`src/rtl/uart_rx_fifo_if.sv`:
```
// Receive-side stream of the UART FIFO: head byte, valid, and consumer ready.
// master drives data/valid (the FIFO); slave drives ready (the consumer).
interface uart_rx_fifo_if;
  logic [7:0] outData;
  logic       outValid;
  logic       outReady;

  modport master (
    output outData,
    output outValid,
    input  outReady
  );

  modport slave (
    input  outData,
    input  outValid,
    output outReady
  );
endinterface

```
`src/rtl/uart_rx_fifo.sv`:
```
// 8N1 UART receiver with 16x oversampling feeding a small power-of-2 receive FIFO.
// Reset is synchronous and active-high.
module uart_rx_fifo #(
  parameter int unsigned CLOCK_RATE = 100000000,
  parameter int unsigned BAUD_RATE  = 9600,
  parameter int unsigned FIFO_DEPTH = 4
) (
  input  logic                   clk,
  input  logic                   rst,
  input  logic                   rx,
  uart_rx_fifo_if.master         out_if,
  output logic                   rxBusy,
  output logic                   frameErr,
  output logic                   overrun,
  output logic [4:0]             fifoCount
);

  localparam int unsigned TICK_DIV_RAW = CLOCK_RATE / (BAUD_RATE * 16);
  localparam int unsigned TICK_DIV     = (TICK_DIV_RAW < 1) ? 1 : TICK_DIV_RAW;
  localparam int unsigned DIV_W        = (TICK_DIV > 1) ? $clog2(TICK_DIV) : 1;
  localparam int unsigned AW           = $clog2(FIFO_DEPTH);
  localparam logic [DIV_W-1:0] DIV_LAST  = DIV_W'(TICK_DIV - 1);
  localparam logic [4:0]       DEPTH_CNT = 5'(FIFO_DEPTH);

  typedef enum logic [2:0] {StIdle, StStart, StData, StStop, StWaitIdle} state_e;

  state_e           r_state, w_state_next;
  logic             r_rx_meta, r_line;
  logic [DIV_W-1:0] r_div_cnt;
  logic [3:0]       r_tick_cnt;
  logic [2:0]       r_bit_cnt;
  logic [7:0]       r_shift;
  logic [7:0]       r_mem [FIFO_DEPTH];
  logic [AW-1:0]    r_wptr, r_rptr;
  logic [4:0]       r_count;
  logic             r_frame_err, r_overrun;

  logic w_tick, w_start_entry, w_tick_rst, w_sample_bit, w_push_req, w_frame_err;
  logic w_valid, w_pop, w_push, w_overrun;

  assign w_tick = (r_div_cnt == DIV_LAST);

  always_ff @(posedge clk) begin
    if (rst) r_state <= StIdle;
    else     r_state <= w_state_next;
  end

  always_comb begin
    w_state_next  = r_state;
    w_start_entry = 1'b0;
    w_tick_rst    = 1'b0;
    w_sample_bit  = 1'b0;
    w_push_req    = 1'b0;
    w_frame_err   = 1'b0;
    unique case (r_state)
      StIdle: begin
        if (!r_line) begin
          w_state_next  = StStart;
          w_start_entry = 1'b1;
        end
      end
      StStart: begin
        // Mid start bit: a high line here was a glitch, not a frame.
        if (w_tick && r_tick_cnt == 4'd7) begin
          w_tick_rst   = 1'b1;
          w_state_next = r_line ? StIdle : StData;
        end
      end
      StData: begin
        if (w_tick && r_tick_cnt == 4'd15) begin
          w_sample_bit = 1'b1;
          if (r_bit_cnt == 3'd7) w_state_next = StStop;
        end
      end
      StStop: begin
        if (w_tick && r_tick_cnt == 4'd15) begin
          if (r_line) begin
            w_push_req   = 1'b1;
            w_state_next = StIdle;
          end else begin
            w_frame_err  = 1'b1;
            w_state_next = StWaitIdle;
          end
        end
      end
      StWaitIdle: begin
        if (r_line) w_state_next = StIdle;
      end
      default: w_state_next = StIdle;
    endcase
  end

  always_ff @(posedge clk) begin
    if (rst) begin
      r_rx_meta  <= 1'b1;
      r_line     <= 1'b1;
      r_div_cnt  <= '0;
      r_tick_cnt <= '0;
      r_bit_cnt  <= '0;
      r_shift    <= '0;
    end else begin
      r_rx_meta <= rx;
      r_line    <= r_rx_meta;
      if (w_start_entry || w_tick) r_div_cnt <= '0;
      else                         r_div_cnt <= r_div_cnt + 1'b1;
      if (w_start_entry || w_tick_rst) r_tick_cnt <= '0;
      else if (w_tick)                 r_tick_cnt <= r_tick_cnt + 4'd1;
      if (w_start_entry)     r_bit_cnt <= '0;
      else if (w_sample_bit) r_bit_cnt <= r_bit_cnt + 3'd1;
      if (w_sample_bit) r_shift[r_bit_cnt] <= r_line;
    end
  end

  // A full FIFO still accepts a byte when the head leaves in the same cycle.
  assign w_valid   = (r_count != 5'd0);
  assign w_pop     = w_valid && out_if.outReady;
  assign w_push    = w_push_req && ((r_count < DEPTH_CNT) || w_pop);
  assign w_overrun = w_push_req && !w_push;

  always_ff @(posedge clk) begin
    if (w_push && !rst) r_mem[r_wptr] <= r_shift;
  end

  always_ff @(posedge clk) begin
    if (rst) begin
      r_wptr      <= '0;
      r_rptr      <= '0;
      r_count     <= '0;
      r_frame_err <= 1'b0;
      r_overrun   <= 1'b0;
    end else begin
      if (w_push) r_wptr <= r_wptr + 1'b1;
      if (w_pop)  r_rptr <= r_rptr + 1'b1;
      if (w_push && !w_pop)      r_count <= r_count + 5'd1;
      else if (w_pop && !w_push) r_count <= r_count - 5'd1;
      r_frame_err <= w_frame_err;
      r_overrun   <= w_overrun;
    end
  end

  assign out_if.outValid = w_valid;
  assign out_if.outData  = w_valid ? r_mem[r_rptr] : 8'h00;
  assign rxBusy          = (r_state != StIdle);
  assign frameErr        = r_frame_err;
  assign overrun         = r_overrun;
  assign fifoCount       = r_count;

endmodule

```
`src/flat_wrapper.sv`:
```
// flat-port wrapper written by rule: the top's interface ports become plain ports
module uart_rx_fifo_flat 
#(
  parameter int unsigned CLOCK_RATE = 100000000,
  parameter int unsigned BAUD_RATE  = 9600,
  parameter int unsigned FIFO_DEPTH = 4
)
  (clk, rst, rx, rxBusy, frameErr, overrun, fifoCount, out_if_outData, out_if_outValid, out_if_outReady);
  uart_rx_fifo_if out_if_i ();
  input  logic clk;
  input  logic rst;
  input  logic rx;
  output logic rxBusy;
  output logic frameErr;
  output logic overrun;
  output logic [4:0] fifoCount;
  output wire logic [$bits(out_if_i.outData)-1:0] out_if_outData;
  output wire logic [$bits(out_if_i.outValid)-1:0] out_if_outValid;
  input wire logic [$bits(out_if_i.outReady)-1:0] out_if_outReady;
  assign out_if_outData = out_if_i.outData;
  assign out_if_outValid = out_if_i.outValid;
  assign out_if_i.outReady = out_if_outReady;
  uart_rx_fifo #(.CLOCK_RATE(CLOCK_RATE), .BAUD_RATE(BAUD_RATE), .FIFO_DEPTH(FIFO_DEPTH)) u_core (.clk(clk), .rst(rst), .rx(rx), .out_if(out_if_i), .rxBusy(rxBusy), .frameErr(frameErr), .overrun(overrun), .fifoCount(fifoCount));
endmodule
```
`config.mk`:
```
export PLATFORM = sky130hd
export DESIGN_NAME = uart_rx_fifo_flat
export DESIGN_NICKNAME = d
export VERILOG_FILES = /design/src/rtl/uart_rx_fifo_if.sv /design/src/rtl/uart_rx_fifo.sv /design/src/flat_wrapper.sv
export SDC_FILE = /design/constraint.sdc
export NUM_CORES = 1
export LEC_CHECK = 0
export ABC_AREA = 1
export CAP_MARGIN = 20
export CORE_ASPECT_RATIO = 1.75
export CORE_UTILIZATION = 63
export DETAILED_ROUTE_END_ITERATION = 12
export PLACE_DENSITY = 0.94
export RECOVER_POWER = 25
export SLEW_MARGIN = 20
export SYNTH_ARGS = -nofsm -noshare
export SYNTH_HDL_FRONTEND = slang
export SYNTH_SLANG_ARGS = --single-unit
```
`constraint.sdc`:
```
create_clock -name clk -period 3.88 [get_ports clk]
set_input_delay 0.388 -clock clk [delete_from_list [all_inputs] [get_ports clk]]
set_output_delay 0.388 -clock clk [all_outputs]
set_load 0.005 [all_outputs]
```
==> results.md <==
* Clock transition at the registers of the reported paths at 0.08 ns
* Final hold vios at 0
* Cell Area, Placed at 0.00364 mm²
* Synth-to-Final Area Change at 13.1%
* Final net count at 426
* Status: complete, but fails checks
* Synth Flop Type: dfxtp_1
* WL per Instance at 14.4 µm
* Core Region at 0.00526 mm²
* Internal power at 1.25 mW
* Port bufs at 20
* Peak VDD IR at 0.358 mV
* CTS Buffer Depth at 2
* Fill count at about 370
* Top Ports at 21
* Final setup TNS at 0 ns
* Worst Setup Start Kind: flop
* Diode count at 0
* Final slew viol count at 0
* Vias at 2,674
* Pleak at 1.47 nW
* Tmin final at 2.64 ns
* CTS H-tree lvls at 3
* # DRC at 4
* CTS root buffer: clkbuf_8
* Vias in the first global route at 2,652
* Yosys cell types at 36
* Via density per instance at 5.71
* GRT overflow at 0
* Starting DRC count in detailed routing at 91
* Routed Antenna Nets at 0
* Failing checks: DRC
* Synth warn at 0
* RSZ-0062 raised after global routing: no
* Post-synth EDFFs at 32
* CP Class: flop to flop
* CTS Sinks at 75
* Synthesized area per cell at slightly below 9 µm²
* Largest net degree at the start of global routing at 19
* Switching Fraction at 0.235
* Hpwl dp at about 5000 µm
* Overall global routing resource usage at 0.257
* Share of cells above drive strength 1 at 0.0969
* Final Setup Violations at 0
* Combinational share of power at 0.085
* Sequential cell area fraction in the yosys report at 0.532
* Area fraction of the dominant cell type after synthesis at 0.281
* Power Density at 423 mW/mm²
* DRT Pass-1 Iters at 8
* WL final at 6760 µm
* Slew HR at 0.488
* Final period util at 0.679
* Commonest cells post-synth: nor2_1 (69), nand2_1 (48), dfxtp_1 (43)
* Switching pwr at 0.385 mW
* Tot Pwr at 1.64 mW
* Sequential share of power at 0.516
* Die Ht at 99.5 µm
* Most common cell in the netlist: nor2_1
* # hold bufs at CTS at 0
* Die Area at approximately 0.0057 mm²
* Initial Util at 0.652
* FF+latch count, synth at 75
* CP Data Arrival Time at 2.84 ns
* Clock Power Share at 0.399
* Mapped Cells at 386
* Crit-path max FO at 7
* CTS tree: yes
* Final non-filler cell area at 0.00387 mm²
* Num rows at 35
* Async set-or-reset flop fraction in the synthesized netlist at 0
* Worst-Margin Slew at 0.764 ns
* Worst Clk Skew at approximately 0.0085 ns
* Synth Net Count at 404
* First-pass GRT wire length at 11,200 µm
* Initial antenna violation count at 0
* Post-synth top area cell: edfxtp_1
* Fmax at 379 MHz
* Clk_lat worst skew at 0.35 ns
* GPL Wtd Cong at 0.933
* Syn Std Cell Area at 0.00342 mm²
* Main area contributors after synthesis: edfxtp_1 (28%), dfxtp_1 (25%), nor2_1 (7.6%)
* Post-CTS setup buffer count at 0
* Post-cts sizing count at 0
* Hold Path Class: flop to flop
* Total CTS buffers at 9
* Die Wd at between 50 and 60 µm
* CP endpoint kind: flop
* Max Cap Viol at 0
* Required time of the critical path at 4.09 ns
## sequential cells by signal, indices dropped and copies added, names as in the netlist, 3 cells and up, named ones only
name               cells
u_core.r_div_cnt      10
u_core.r_mem          32
u_core.r_tick_cnt      4
u_core.r_state         3
u_core.r_bit_cnt       3
u_core.fifoCount       5
u_core.r_shift         8
## power by group through the flow
stage	Combinational, mW	Sequential [mW]	Clock, mW
after floorplan	0.0988	0.859	0
after global placement	0.131	0.862	0
after detailed placement	0.137	0.863	0
after CTS	0.138	0.845	0.666
after global routing	0.150	0.848	0.700
final	0.139	0.846	0.654
## layout make-up
| type | instances | area (µm²) | share of cell area |
|---|---|---|---|
| inverter | 40 | 150 | 0.0388 |
| clock buffer | 12 | 176 | 0.0455 |
| clock inverter | 4 | 55.1 | 0.0142 |
| timing repair buffer | 20 | 200 | 0.0517 |
| sequential | 75 | 1820 | 0.470 |
| multi-input combinational | 262 | 1400 | 0.362 |
| tap | 55 | 68.8 | 0.0178 |
## through the flow
stage | hold WS, ns | util | cells | setup slack (ns)
final | 0.429 | 0.737 | 468 | 1.24
after global routing | 0.449 | 0.737 | 468 | 0.992
after CTS | 0.437 | 0.737 | 468 | 1.25
after detailed placement | 0.407 | 0.693 | 452 | 1.19
after global placement | 0.399 | 0.693 | 452 | 1.32
after floorplan | 0.389 | - | 386 | 1.59
## layout by cell type, fill, tap and decap left out, drive strengths merged
| cell type | count |
|---|---|
| clkinvlp | 1 |
| bufinv | 1 |
| o221ai | 1 |
| clkdlybuf4s50 | 20 |
| xor2 | 3 |
| inv | 38 |
| nand3 | 22 |
| nand3b | 1 |
| and3 | 1 |
| nor3 | 5 |
| nor4 | 3 |
| clkbuf | 12 |
| xnor2 | 3 |
| nor2 | 75 |
| edfxtp | 32 |
| clkinv | 4 |
| a31oi | 1 |
| or2 | 5 |
| a21boi | 2 |
| nand4 | 12 |
| fa | 1 |
| nand2 | 53 |
| a21oi | 36 |
| o21ai | 24 |
| ha | 13 |
| dfxtp | 43 |
| o21bai | 1 |
## final timing paths
check / from / endpoint / slack, ns / cells after the start
max: u_core.r_div_cnt[0]$_SDFF_PP0_ / u_core.fifoCount[4]$_SDFFE_PP0P_ / 1.24 / 16
min: u_core.r_rx_meta$_SDFF_PP1_ / u_core.r_line$_SDFF_PP1_ / 0.43 / 1
max reg2reg: u_core.r_div_cnt[0]$_SDFF_PP0_ / u_core.fifoCount[4]$_SDFFE_PP0P_ / 1.24 / 16
min reg2reg: u_core.r_rx_meta$_SDFF_PP1_ / u_core.r_line$_SDFF_PP1_ / 0.43 / 1
## logic make-up (layout without fill, tap and decap cells)
group                    count (synthesis)  in the layout  share of synthesized area
AND/OR/NAND/NOR                        177            177                      0.240
flip-flops                              75             75                      0.532
AO/OA/AOI/OAI                           65             65                      0.101
buffers and inverters                   49             76                     0.0588
adder cells (fa/ha/maj)                 14             14                     0.0533
XOR/XNOR                                 6              6                     0.0153
## critical path, stage by stage (launching register included)
cell and delay [ns]:
dfxtp_1 0.34, inv_1 0.06, ha_1 0.16, nand2_2 0.07, nor2_4 0.15, nand2_2 0.13, inv_2 0.13, nand4_1 0.19
inv_1 0.10, ha_1 0.20, inv_1 0.12, fa_1 0.43, nand2_1 0.08, nand2_1 0.05, nand2_1 0.09, and3_1 0.16
nor3_1 0.04
## metal layers
| metal | up-vias | share of wire | GRT usage |
|---|---|---|---|
| met5 | - | 0 | 0 |
| met4 | 0 | 0.029 | 0.134 |
| met3 | 20 | 0.035 | 0.0637 |
| met2 | 67 | 0.57 | 0.489 |
| met1 | 1252 | 0.36 | 0.241 |
| li1 | 1335 | - | - |
No activity file was read; power rests on OpenSTA's default activity.
